$ cat src/rtl/hc74_seq_ctrl.sv
// rtl/hc74_seq_ctrl.sv - command-driven S/R/Clk/D pin sequencer for one dual HC74 flip-flop
module hc74_seq_ctrl #(
  parameter int SETUP_CYC = 2,
  parameter int PULSE_CYC = 2,
  parameter int HOLD_CYC  = 2
) (
  input  logic       Clk,
  input  logic       Rst,
  input  logic       CmdValid,
  output logic       CmdReady,
  input  logic [2:0] Cmd,
  input  logic [1:0] Sel,
  input  logic [1:0] Data,
  input  logic       SerIn,
  input  logic       Q1,
  input  logic       Q2,
  output logic       S1,
  output logic       R1,
  output logic       Clk1,
  output logic       D1,
  output logic       S2,
  output logic       R2,
  output logic       Clk2,
  output logic       D2,
  output logic [1:0] QOut,
  output logic       Done,
  output logic       Err
);

  typedef enum logic [2:0] {IDLE, SETUP, PULSE, HOLD, ASSERT, DONE, ERR} state_t;

  localparam logic [2:0] CMD_NOP   = 3'b000;
  localparam logic [2:0] CMD_LOAD  = 3'b001;
  localparam logic [2:0] CMD_SHIFT = 3'b010;
  localparam logic [2:0] CMD_SET   = 3'b011;
  localparam logic [2:0] CMD_CLEAR = 3'b100;

  localparam logic [7:0] SETUP_LD = 8'(SETUP_CYC - 1);
  localparam logic [7:0] PULSE_LD = 8'(PULSE_CYC - 1);
  localparam logic [7:0] HOLD_LD  = 8'(HOLD_CYC - 1);

  state_t     state, state_nxt;
  logic [7:0] cnt, cnt_nxt;
  logic [1:0] sel_q, sel_nxt;
  logic [1:0] d_q, d_nxt;
  logic [1:0] clk_q, clk_nxt;
  logic [1:0] s_q, s_nxt;
  logic [1:0] r_q, r_nxt;
  logic [1:0] qout_q, qout_nxt;
  logic       done_q, done_nxt;
  logic       err_q, err_nxt;

  always_ff @(posedge Clk) begin
    if (Rst) begin
      state  <= IDLE;
      cnt    <= 8'd0;
      sel_q  <= 2'b00;
      d_q    <= 2'b00;
      clk_q  <= 2'b00;
      s_q    <= 2'b11;
      r_q    <= 2'b11;
      qout_q <= 2'b00;
      done_q <= 1'b0;
      err_q  <= 1'b0;
    end else begin
      state  <= state_nxt;
      cnt    <= cnt_nxt;
      sel_q  <= sel_nxt;
      d_q    <= d_nxt;
      clk_q  <= clk_nxt;
      s_q    <= s_nxt;
      r_q    <= r_nxt;
      qout_q <= qout_nxt;
      done_q <= done_nxt;
      err_q  <= err_nxt;
    end
  end

  // DONE and ERR each hold two cycles: pulse in the second, so CmdReady rises after it
  always_comb begin
    state_nxt = state;
    cnt_nxt   = cnt;
    sel_nxt   = sel_q;
    d_nxt     = d_q;
    clk_nxt   = clk_q;
    s_nxt     = s_q;
    r_nxt     = r_q;
    qout_nxt  = qout_q;
    done_nxt  = 1'b0;
    err_nxt   = 1'b0;
    case (state)
      IDLE: begin
        if (CmdValid) begin
          sel_nxt   = Sel;
          cnt_nxt   = 8'd1;
          state_nxt = ERR;
          case (Cmd)
            CMD_NOP: state_nxt = DONE;
            CMD_LOAD: begin
              if (Sel != 2'b00) begin
                state_nxt = SETUP;
                cnt_nxt   = SETUP_LD;
                d_nxt[0]  = Sel[0] ? Data[0] : d_q[0];
                d_nxt[1]  = Sel[1] ? Data[1] : d_q[1];
              end
            end
            CMD_SHIFT: begin
              sel_nxt   = 2'b11;
              state_nxt = SETUP;
              cnt_nxt   = SETUP_LD;
              d_nxt     = {Q1, SerIn};
            end
            CMD_SET: begin
              if (Sel != 2'b00) begin
                state_nxt = ASSERT;
                cnt_nxt   = PULSE_LD;
                s_nxt     = ~Sel;
              end
            end
            CMD_CLEAR: begin
              if (Sel != 2'b00) begin
                state_nxt = ASSERT;
                cnt_nxt   = PULSE_LD;
                r_nxt     = ~Sel;
              end
            end
            default: ;
          endcase
        end
      end
      SETUP: begin
        cnt_nxt = cnt - 8'd1;
        if (cnt == 8'd0) begin
          state_nxt = PULSE;
          cnt_nxt   = PULSE_LD;
          clk_nxt   = sel_q;
        end
      end
      PULSE: begin
        cnt_nxt = cnt - 8'd1;
        if (cnt == 8'd0) begin
          state_nxt = HOLD;
          cnt_nxt   = HOLD_LD;
          clk_nxt   = 2'b00;
        end
      end
      ASSERT: begin
        cnt_nxt = cnt - 8'd1;
        if (cnt == 8'd0) begin
          state_nxt = HOLD;
          cnt_nxt   = HOLD_LD;
          s_nxt     = 2'b11;
          r_nxt     = 2'b11;
        end
      end
      HOLD: begin
        cnt_nxt = cnt - 8'd1;
        if (cnt == 8'd0) begin
          state_nxt = DONE;
          cnt_nxt   = 8'd1;
        end
      end
      DONE: begin
        if (cnt != 8'd0) begin
          done_nxt = 1'b1;
          qout_nxt = {Q2, Q1};
          cnt_nxt  = 8'd0;
        end else begin
          state_nxt = IDLE;
        end
      end
      ERR: begin
        if (cnt != 8'd0) begin
          err_nxt = 1'b1;
          cnt_nxt = 8'd0;
        end else begin
          state_nxt = IDLE;
        end
      end
      default: state_nxt = IDLE;
    endcase
  end

  assign CmdReady     = (state == IDLE);
  assign {S2, S1}     = s_q;
  assign {R2, R1}     = r_q;
  assign {Clk2, Clk1} = clk_q;
  assign {D2, D1}     = d_q;
  assign QOut         = qout_q;
  assign Done         = done_q;
  assign Err          = err_q;

endmodule

$ cat config.mk
export PLATFORM = sky130hd
export DESIGN_NAME = hc74_seq_ctrl
export DESIGN_NICKNAME = d
export VERILOG_FILES = /design/src/rtl/hc74_seq_ctrl.sv
export SDC_FILE = /design/constraint.sdc
export NUM_CORES = 1
export LEC_CHECK = 0
export BUFFER_PORTS_ARGS = -buffer_cell sky130_fd_sc_hd__buf_2
export CORE_MARGIN = 2
export CORE_UTILIZATION = 35
export DETAILED_ROUTE_END_ITERATION = 8
export MAX_ROUTING_LAYER = met4
export PLACE_DENSITY = 0.53
export REMOVE_ABC_BUFFERS = 1
export SYNTH_ARGS = -nofsm -noshare
export SYNTH_HDL_FRONTEND = slang
export SYNTH_SLANG_ARGS = --single-unit
$ cat constraint.sdc
create_clock -name Clk -period 3.1 [get_ports Clk]
set_input_delay 0.465 -clock Clk [delete_from_list [all_inputs] [get_ports Clk]]
set_output_delay 0.465 -clock Clk [all_outputs]
set_load 0.05 [all_outputs]
Word-level counts from Yosys, hierarchy flattened

Cells that the tools add are included.

Word-level logic and storage cells: 93
Bits in registers: 25
Output and inout port bits: 13
Input bits: 13

Multiplexer cells: 30
Add/subtract/negate cells: 1
Bitwise operators: 3
Reduce and logical (&&, ||, !) cells: 24
Equal/unequal tests: 24

Operators with widths:

| operator                                                           | number |
|---|---|
| 5-bit AND reduction                                                | 5 |
| 8-bit two-way mux                                                  | 3 |
| 8-bit one-hot mux with 3 select lines                              | 1 |
| 2-bit two-way mux                                                  | 11 |
| 3-bit two-way mux                                                  | 6 |
| 2-bit != test, second input constant                               | 9 |
| 2-bit one-hot mux with 2 select lines                              | 4 |
| 3-bit one-hot mux with 5 select lines                              | 1 |
| 3-bit by 2-bit == test with 1-bit output, second input constant    | 4 |
| 3-bit == test, second input constant                               | 4 |
| 3-bit one-hot mux with 4 select lines                              | 1 |
| 2-bit by 1-bit != test with 1-bit output, second input constant    | 5 |
| 2-bit OR reduction                                                 | 5 |
| 8-bit logical NOT                                                  | 1 |
| 2-bit nonzero test                                                 | 4 |
| 8-bit nonzero test                                                 | 1 |
| 8-bit by 1-bit subtractor with 8-bit output, second input constant | 1 |
| 3-bit by 1-bit == test with 1-bit output, second input constant    | 2 |
| 3-bit logical NOT                                                  | 2 |
| 3-bit AND reduction                                                | 2 |
| 2-bit AND reduction                                                | 2 |
| 4-bit OR reduction                                                 | 1 |
| 1-bit two-way mux                                                  | 3 |
| 3-bit nonzero test                                                 | 1 |
| other kinds (2)                                                    | 3 |

Depth between registers and ports, before layout

Gate-level depths: netlist of the first run.

Depth after elaboration: 5
Gate-level depth with buffers: 7
Mapped depth without buffers: 6

Worst setup path after synthesis of the first run

OpenSTA, ideal clock, no wires.

Path kind: register to register
From: register state[1]
To: register s_q[0]
Stages on the path, launching flop included: 8
Arrival time: 1736 ps
Buffers on the path: 2
Period minus slack after synthesis: 1808 ps
Slack: 1292 ps
Setup time: 72 ps
Data required time: 3028 ps
Cell sequence: dfxtp_1 -> buf_2 -> or3_1 -> buf_2 -> inv_1 -> o21ai_0 -> nand2_2 -> mux2i_1

Word-level cells in the longest chain between the ends: 3
Elaborated cells on any way between the ends: 9
Those cells by class: eq/ne: 5; mux: 1; reduce/logical: 3

Ends and longest elaborated chain:

| what                                                                              | RTL line | source |
|---|---|---|
| start: declaration                                                                | 42       | `state_t state, state_nxt;` |
| start signal: assignment                                                          | 66       | `state <= state_nxt;` |
| 3-bit logical NOT (*)                                                             | --       |  |
| named net CmdReady                                                                | 10       | `output logic CmdReady,` |
| 2-bit by 1-bit != test with 1-bit output (no source line) (tied with other cells) | --       |  |
| 5-bit AND reduction (no source line)                                              | --       |  |
| end signal: assignment                                                            | 71       | `s_q <= s_nxt;` |
| end: declaration                                                                  | 47       | `logic [1:0] s_q, s_nxt;` |

Mark *: on every way through the listed nets, which the timed path passes. The rest lies on a longest branch.
A chain may end at the register's enable or synchronous reset.

Final worst setup path of the first run

From: register state[1]
To: output CmdReady

Word-level cells in the longest chain between the ends: 1

Ends and longest elaborated chain:

| what              | RTL line | source |
|---|---|---|
| 3-bit logical NOT | 184      | `assign CmdReady = (state == IDLE);` |
| end: declaration  | 10       |  |

No other way between the ends.

==> results of run 1 <==
-- per-stage QoR --
step,hold WS (ns),power (W)
finish,0.4307,0.001567
global route,0.4607,0.001691
CTS,0.4322,0.001573
detailed placement,0.4634,0.001372
global placement,0.4690,0.001359
floorplan,0.4458,0.001176
-- state kept, by name (all words and copies together) (netlist names) --
register	cells
Done	1
Err	1
QOut	2
clk_q	2
cnt	8
d_q	2
r_q	2
s_q	2
sel_q	2
state	3
-- worst min path at each step --
stage / depth (start not counted) / endpoint / slack (ns) / start
global route: 3 / QOut[1]$_SDFFE_PP0P_ / 0.46 / Q2
global placement: 2 / QOut[1]$_SDFFE_PP0P_ / 0.47 / QOut[1]$_SDFFE_PP0P_
floorplan: 1 / cnt[1]$_SDFFE_PP0P_ / 0.45 / cnt[1]$_SDFFE_PP0P_
detailed placement: 1 / cnt[1]$_SDFFE_PP0P_ / 0.46 / cnt[1]$_SDFFE_PP0P_
finish: 3 / QOut[1]$_SDFFE_PP0P_ / 0.43 / Q2
CTS: 3 / QOut[1]$_SDFFE_PP0P_ / 0.43 / Q2
-- layer usage --
| layer | vias to the layer above | track usage, % |
|---|---|---|
| li1 | 700 | - |
| met1 | 651 | 22.12 |
| met2 | 39 | 23.49 |
| met3 | 5 | 2.165 |
| met4 | 0 | 4.487 |
| met5 | - | - |
-- tightest hold or removal path: stages --
cell	delay, ns
buf_2	0.07
mux2i_1	0.05
nor2_1	0.08
-- cells by family (layout without fill, tap and decap cells) --
kind of cell / Yosys count / in the layout / share of synthesized area (%)
and+or+nand+nor: 70 / 70 / 26.77
AOI/OAI and AO/OA: 52 / 52 / 27.60
DFF: 25 / 25 / 32.95
buffers and inverters: 17 / 34 / 5.354
muxes: 6 / 6 / 3.954
xor gates and xnor gates: 3 / 3 / 1.730
adders and majority gates: 2 / 2 / 1.647
-- synth_stat cells, drive strengths merged (4+ instances only) --
library cell  count
clkbuf            4
a21oi             5
mux2i             6
a31oi             4
o21ai            11
nor3              5
nand2             9
nor2             22
buf               8
inv               5
dfxtp            25
a211oi            6
-- final cells by class --
type | instances | share of cell area (%)
Multi-Input combinational cell | 133 | 55.36
Sequential cell | 25 | 29.56
Timing Repair Buffer | 25 | 7.391
Tap cell | 50 | 3.695
Clock buffer | 3 | 2.439
Inverter | 5 | 1.109
Clock inverter | 1 | 0.4435
-- where the power goes --
group          switching, W  internal, W
clock network      0.000111    0.0000914
logic              0.000526     0.000309
registers          0.000126     0.000404
-- cell usage in the layout (no fill, tap or decap), types with 4 or more instances in the layout --
cell type and instances:
inv_1 5, a21oi_1 5, buf_2 25, o21ai_0 9, a31oi_1 4, nor3_1 4
a211oi_1 6, nor2_1 22, nand2_1 8, mux2i_1 6, dfxtp_1 25
==> out/metrics.yaml, run 1 <==
status:
  status: "finished clean"
floorplanning:
  row_count: 23
  ios: 26
  fp.dieH_um: 69.88
  core_area_um2: 4086
  start_util_pct: 37.17
  die_x_um: 69.88
  die_area_um2: 4883
grt:
  grt_overflow: 0
  track_usage_pct: 15.70
  antenna_found_initial: 0
  grt_start_max_net_pins: 21
  grt_pass1_vias: 1262
  grt_pass1_wl_um: 6182
yosys:
  avgSynthCellArea_um2: 8.680
  syn_area_um2: 1519
  yosysTopAreaCell: "dfxtp_1"
  synthArstFlopShare_pct: 0
  synth_edf_count: 0
  ys_seq_area_share_pct: 32.95
  synth-seq-cells: 25
  synth_top_area_share_pct: 32.95
  ys.flop_type: "dfxtp_1"
  synth_area_leaders: "dfxtp_1 33%, nor2_1 5.4%, mux2i_1 4.0%"
  ys_types: 60
  yosys_warnings: 0
  netlist_instances: 175
place:
  place_hpwl_um: 2695
  dpl_cell_area_um2: 1644
  place_congestion: 0.8703
  placedCellCount: 238
  place.port_buffers: 25
  detailedPlace.worstSlack_ns: 1.141
routing:
  detail_route.wl_per_cell_um: 14.36
  drtPass1Iterations: 4
  drt-met1-wl_um: 1682
  drt_iter0_drc: 38
  drt-total-wl_um: 3475
  dr_wl_met2_um: 1583
  ant_nets: 0
  dr_total_vias: 1395
  top_layer: "met4"
  wl_met3_um: 163
  drc: 0
  avgViaCountPerCell: 5.764
clocking:
  cts_max_path_buffers: 2
  cts_made_buffers: 3
  clkLatencyLatePin_ns: 0.28
  cts_hold_buf: 0
  post_cts_buffers: 0
  post_cts_resized: 0
  cts_tree: "done"
  htree_levels: 1
  cts.clk_slew.worst_paths_ns: 0.10
  clockRootBuffer: "clkbuf_8"
  cts.sinks: 25
sta:
  setup_ws_ns: 0.8444
  report.final.slew_viol_count: 0
  max_slew_margin_pct: 33.57
  setup_violations: 0
  fin_crit_ns: 2.256
  fmax_mhz: 443.3
  hold_violations: 0
  worst_slew_pin_slew_ns: 0.9826
  finalClockSkew_ns: 0.01022
  rsz0062_at_grt: "no"
  fin_crit_sh_pct: 72.76
  tns_ns: 0
run:
  drv_cap: 0
setup_path:
  cp_top_family: "simple AND/OR/NAND/NOR gates"
  start_kind: "register"
  critical_path_class: "reg2out"
  setup.worst_path.start: "state[1]$_SDFFE_PP0P_"
  cp_cell_sequence: "or3_1, inv_1, buf_2"
  r2r_cells: 4
  r2r_start: "state[0]$_SDFFE_PP0P_"
  worstReg2RegEnd: "cnt[4]$_SDFFE_PP0P_"
  worst-path-max-fanout: 19
  crit_arrival_ns: 1.79
  end_kind: "output port"
  cp.buffers_inverters: 2
  path_depth: 3
  r2r_slack_ns: 1.08
  worstSetupEndpoint: "CmdReady"
  cp.required_ns: 2.63
  cpMaxStageDelayCell: "or3_1"
  slowest_delay_ns: 0.59
cells_and_area:
  drive_above_1_share_pct: 22.92
  utilization_pct: 41.43
  area.growth.synth_to_final_pct: 11.45
  postLayoutCellArea_um2: 1693
  multi_input_area_um2: 937.1
  fill_cells: 444
  final_cells: 242
  fin_nets: 208
  register_area_um2: 500.5
  antennaDiodeCount: 0
power:
  p_per_area_nw_per_um2: 925.4
  p_leak_nw: 0.6652
  vdd_drop_max_mv: 0.3846
hold_path:
  hold_path.class: "in2reg"
Note: power is estimated with default switching activity, not from simulation.
==> inputs of run 2 (changes only) <==
--- a/config.mk
+++ b/config.mk
@@ -5,12 +5,13 @@
 export SDC_FILE = /design/constraint.sdc
 export NUM_CORES = 1
 export LEC_CHECK = 0
+export ABC_AREA = 1
 export BUFFER_PORTS_ARGS = -buffer_cell sky130_fd_sc_hd__buf_2
 export CORE_MARGIN = 2
 export CORE_UTILIZATION = 35
 export DETAILED_ROUTE_END_ITERATION = 8
 export MAX_ROUTING_LAYER = met4
-export PLACE_DENSITY = 0.53
+export PLACE_DENSITY = 0.55
 export REMOVE_ABC_BUFFERS = 1
 export SYNTH_ARGS = -nofsm -noshare
 export SYNTH_HDL_FRONTEND = slang
==> constraint.sdc (replaced) <==
create_clock -name Clk -period 2 [get_ports Clk]
set_input_delay 0.3 -clock Clk [delete_from_list [all_inputs] [get_ports Clk]]
set_output_delay 0.3 -clock Clk [all_outputs]
set_load 0.05 [all_outputs]
==> run 2 against run 1 <==
Effect of this change:
- wire length barely moved
- clock skew down 0.0050 ns
- clock-buffer cell count is the same
- non-clock buffer count increased by 3
- core utilization is 1.2 points higher
- area after synthesis fell by 1.2%
- global-route usage grew 0.41 points
- highest routed layer unchanged
- largest cell class unchanged
- first-iteration DRC count is 140% higher
- design area grew 2.1%
- critical path depth rose by 1
- sequential power rose by 47%
- largest power group unchanged
- hold slack worse by 0.19 ns
==> out/metrics.yaml, run 2 <==
grt:
  track_usage_pct: 16.10
  grt_start_max_net_pins: 16
  antenna_found_initial: 0
  grt_overflow: 0
  grt_pass1_wl_um: 6258
  grt_pass1_vias: 1428
cells_and_area:
  area.growth.synth_to_final_pct: 15.18
  fin_nets: 273
  top_regs: "cnt x8, state x3"
  antennaDiodeCount: 0
  largest_reg_flops: 8
  final_cell_mix: "53 x nand2_1, 31 x nor2_1, 27 x nand3_1"
  regMostFlops: "cnt"
  final_common_cell: "nand2_1"
  drive_above_1_share_pct: 21.79
clocking:
  clockRootBuffer: "clkbuf_8"
  cts_max_path_buffers: 2
  cts_made_buffers: 3
  post_cts_resized: 0
  cts_tree: "done"
  htree_levels: 1
  clkLatencyLatePin_ns: 0.27
  post_cts_buffers: 0
  cts.clk_slew.worst_paths_ns: 0.10
  cts_hold_buf: 0
  cts.sinks: 25
floorplanning:
  core_area_um2: 4058
  start_util_pct: 36.97
  die_x_um: 69.47
  fp.dieH_um: 69.47
  row_count: 23
  ios: 26
  die_area_um2: 4826
setup_path:
  cp_cell_sequence: "nor2_4, nand2_4, inv_1, buf_2"
  cpMaxStageDelayCell: "dfxtp_1"
  slowest_delay_ns: 0.40
  end_kind: "output port"
  cp.required_ns: 1.70
  crit_arrival_ns: 1.41
  critical_path_class: "reg2out"
  start_kind: "register"
  worst-path-max-fanout: 6
yosys:
  synthArstFlopShare_pct: 0
  ys_seq_area_share_pct: 33.36
  synthTopCellsByCount: "53 x nand2_1, 31 x nor2_1, 27 x nand3_1, 25 x dfxtp_1, 25 x inv_1"
  synth_edf_count: 0
  yosys_warnings: 0
  ys.flop_type: "dfxtp_1"
  netlist_instances: 229
  synth_top_area_share_pct: 33.36
  synth_most_common_cell: "nand2_1"
  syn_area_um2: 1500
  synth_area_leaders: "dfxtp_1 33%, nand2_1 13%, nand3_1 9.0%"
  avgSynthCellArea_um2: 6.551
  yosysTopAreaCell: "dfxtp_1"
  synth-seq-cells: 25
  ys_types: 23
routing:
  drtPass1Iterations: 4
  drc: 0
  detail_route.wl_per_cell_um: 11.32
  dr_total_vias: 1494
  drt_iter0_drc: 92
  ant_nets: 0
  drt-total-wl_um: 3474
  avgViaCountPerCell: 4.866
sta:
  rsz0062_at_grt: "no"
  tns_ns: 0
  max_slew_margin_pct: 73.56
  report.final.slew_viol_count: 0
  finalClockSkew_ns: 0.005199
  fin_crit_sh_pct: 85.73
  fin_crit_ns: 1.715
  hold_violations: 0
  setup_violations: 0
  worst_hold_slack_ns: 0.2400
  worst_slew_pin_slew_ns: 0.3961
  fmax_mhz: 583.2
place:
  place_congestion: 0.8980
  place.port_buffers: 25
  place_hpwl_um: 2748
power:
  p_leak_nw: 0.8386
  p_per_area_nw_per_um2: 1744
  vdd_drop_max_mv: 1.070
hold_path:
  hold_path.class: "in2reg"
run:
  drv_cap: 0
status:
  status: "finished clean"
-- run 2: changes by cell type after synthesis, sizes merged, moves of 6 or more --
| cell | previous run | this run |
|---|---|---|
| nand3 | 3 | 30 |
| a211oi | 6 | 0 |
| a21oi | 5 | 15 |
| inv | 5 | 29 |
| nor2 | 22 | 35 |
| nand2 | 9 | 62 |
| mux2i | 6 | 0 |
| nand4 | 1 | 9 |
-- run 2: logic make-up after synthesis --
group	share of synthesized area, %
and+or+nand+nor	44.87
DFF	33.36
adders and majority gates	1.668
xor gates and xnor gates	0.5839
AOI/OAI and AO/OA	10.17
buffers and inverters	9.340
-- run 2: through the flow --
step / total power [W] / std cells / utilization (%) / worst slack [ns] / cell area [um^2]
6_report: 0.003014 / 307 / 42.58 / 0.2853 / 1728
5_1_grt: 0.003320 / 307 / 42.58 / 0.2037 / 1728
4_1_cts: 0.003040 / 307 / 42.58 / 0.2728 / 1728
3_5_place_dp: 0.002714 / 303 / 41.38 / 0.5212 / 1679
3_3_place_gp: 0.002728 / 303 / 41.38 / 0.5362 / 1679
2_1_floorplan: 0.002274 / 225 / - / 0.4715 / 1469
-- run 2: worst paths after layout --
check,from,to,slack [ns],depth (start not counted)
min reg2reg,cnt[1]$_SDFFE_PP0P_,cnt[1]$_SDFFE_PP0P_,0.47,2
max,state[1]$_SDFFE_PP0P_,CmdReady,0.29,4
min,Q2,QOut[1]$_SDFFE_PP0P_,0.24,3
max reg2reg,cnt[0]$_SDFFE_PP0P_,clk_q[0]$_SDFFE_PP0P_,0.50,9
-- run 2: metal layers --
layer	global-route usage (%)	wire length, um	up-vias
met4	4.793	66	0
li1	-	-	794
met3	3.343	137	6
met5	-	0	-
met2	25.96	1602	35
met1	20.34	1667	659
-- run 2: final cells by class --
| cell class | instances | area, um^2 |
|---|---|---|
| Tap cell | 50 | 62.56 |
| Fill cell | 430 | 2330 |
| Inverter | 29 | 108.9 |
| Clock inverter | 1 | 7.507 |
| Multi-Input combinational cell | 171 | 859.6 |
| Sequential cell | 25 | 500.5 |
| Timing Repair Buffer | 28 | 147.6 |
| Clock buffer | 3 | 41.29 |
-- run 2: where the power goes --
group | internal, W | switching [W] | total, W
sequential | 0.000646 | 0.000132 | 0.000778
clock | 0.000142 | 0.000177 | 0.000319
combinational | 0.000604 | 0.00131 | 0.00192
total | 0.00139 | 0.00162 | 0.00301
-- run 2: worst max-delay path: cells and delay by family, from the launching register on --
family / cells / cell delay [ns]
buffers and inverters: 2 / 0.41
DFF: 1 / 0.40
and+or+nand+nor: 2 / 0.33
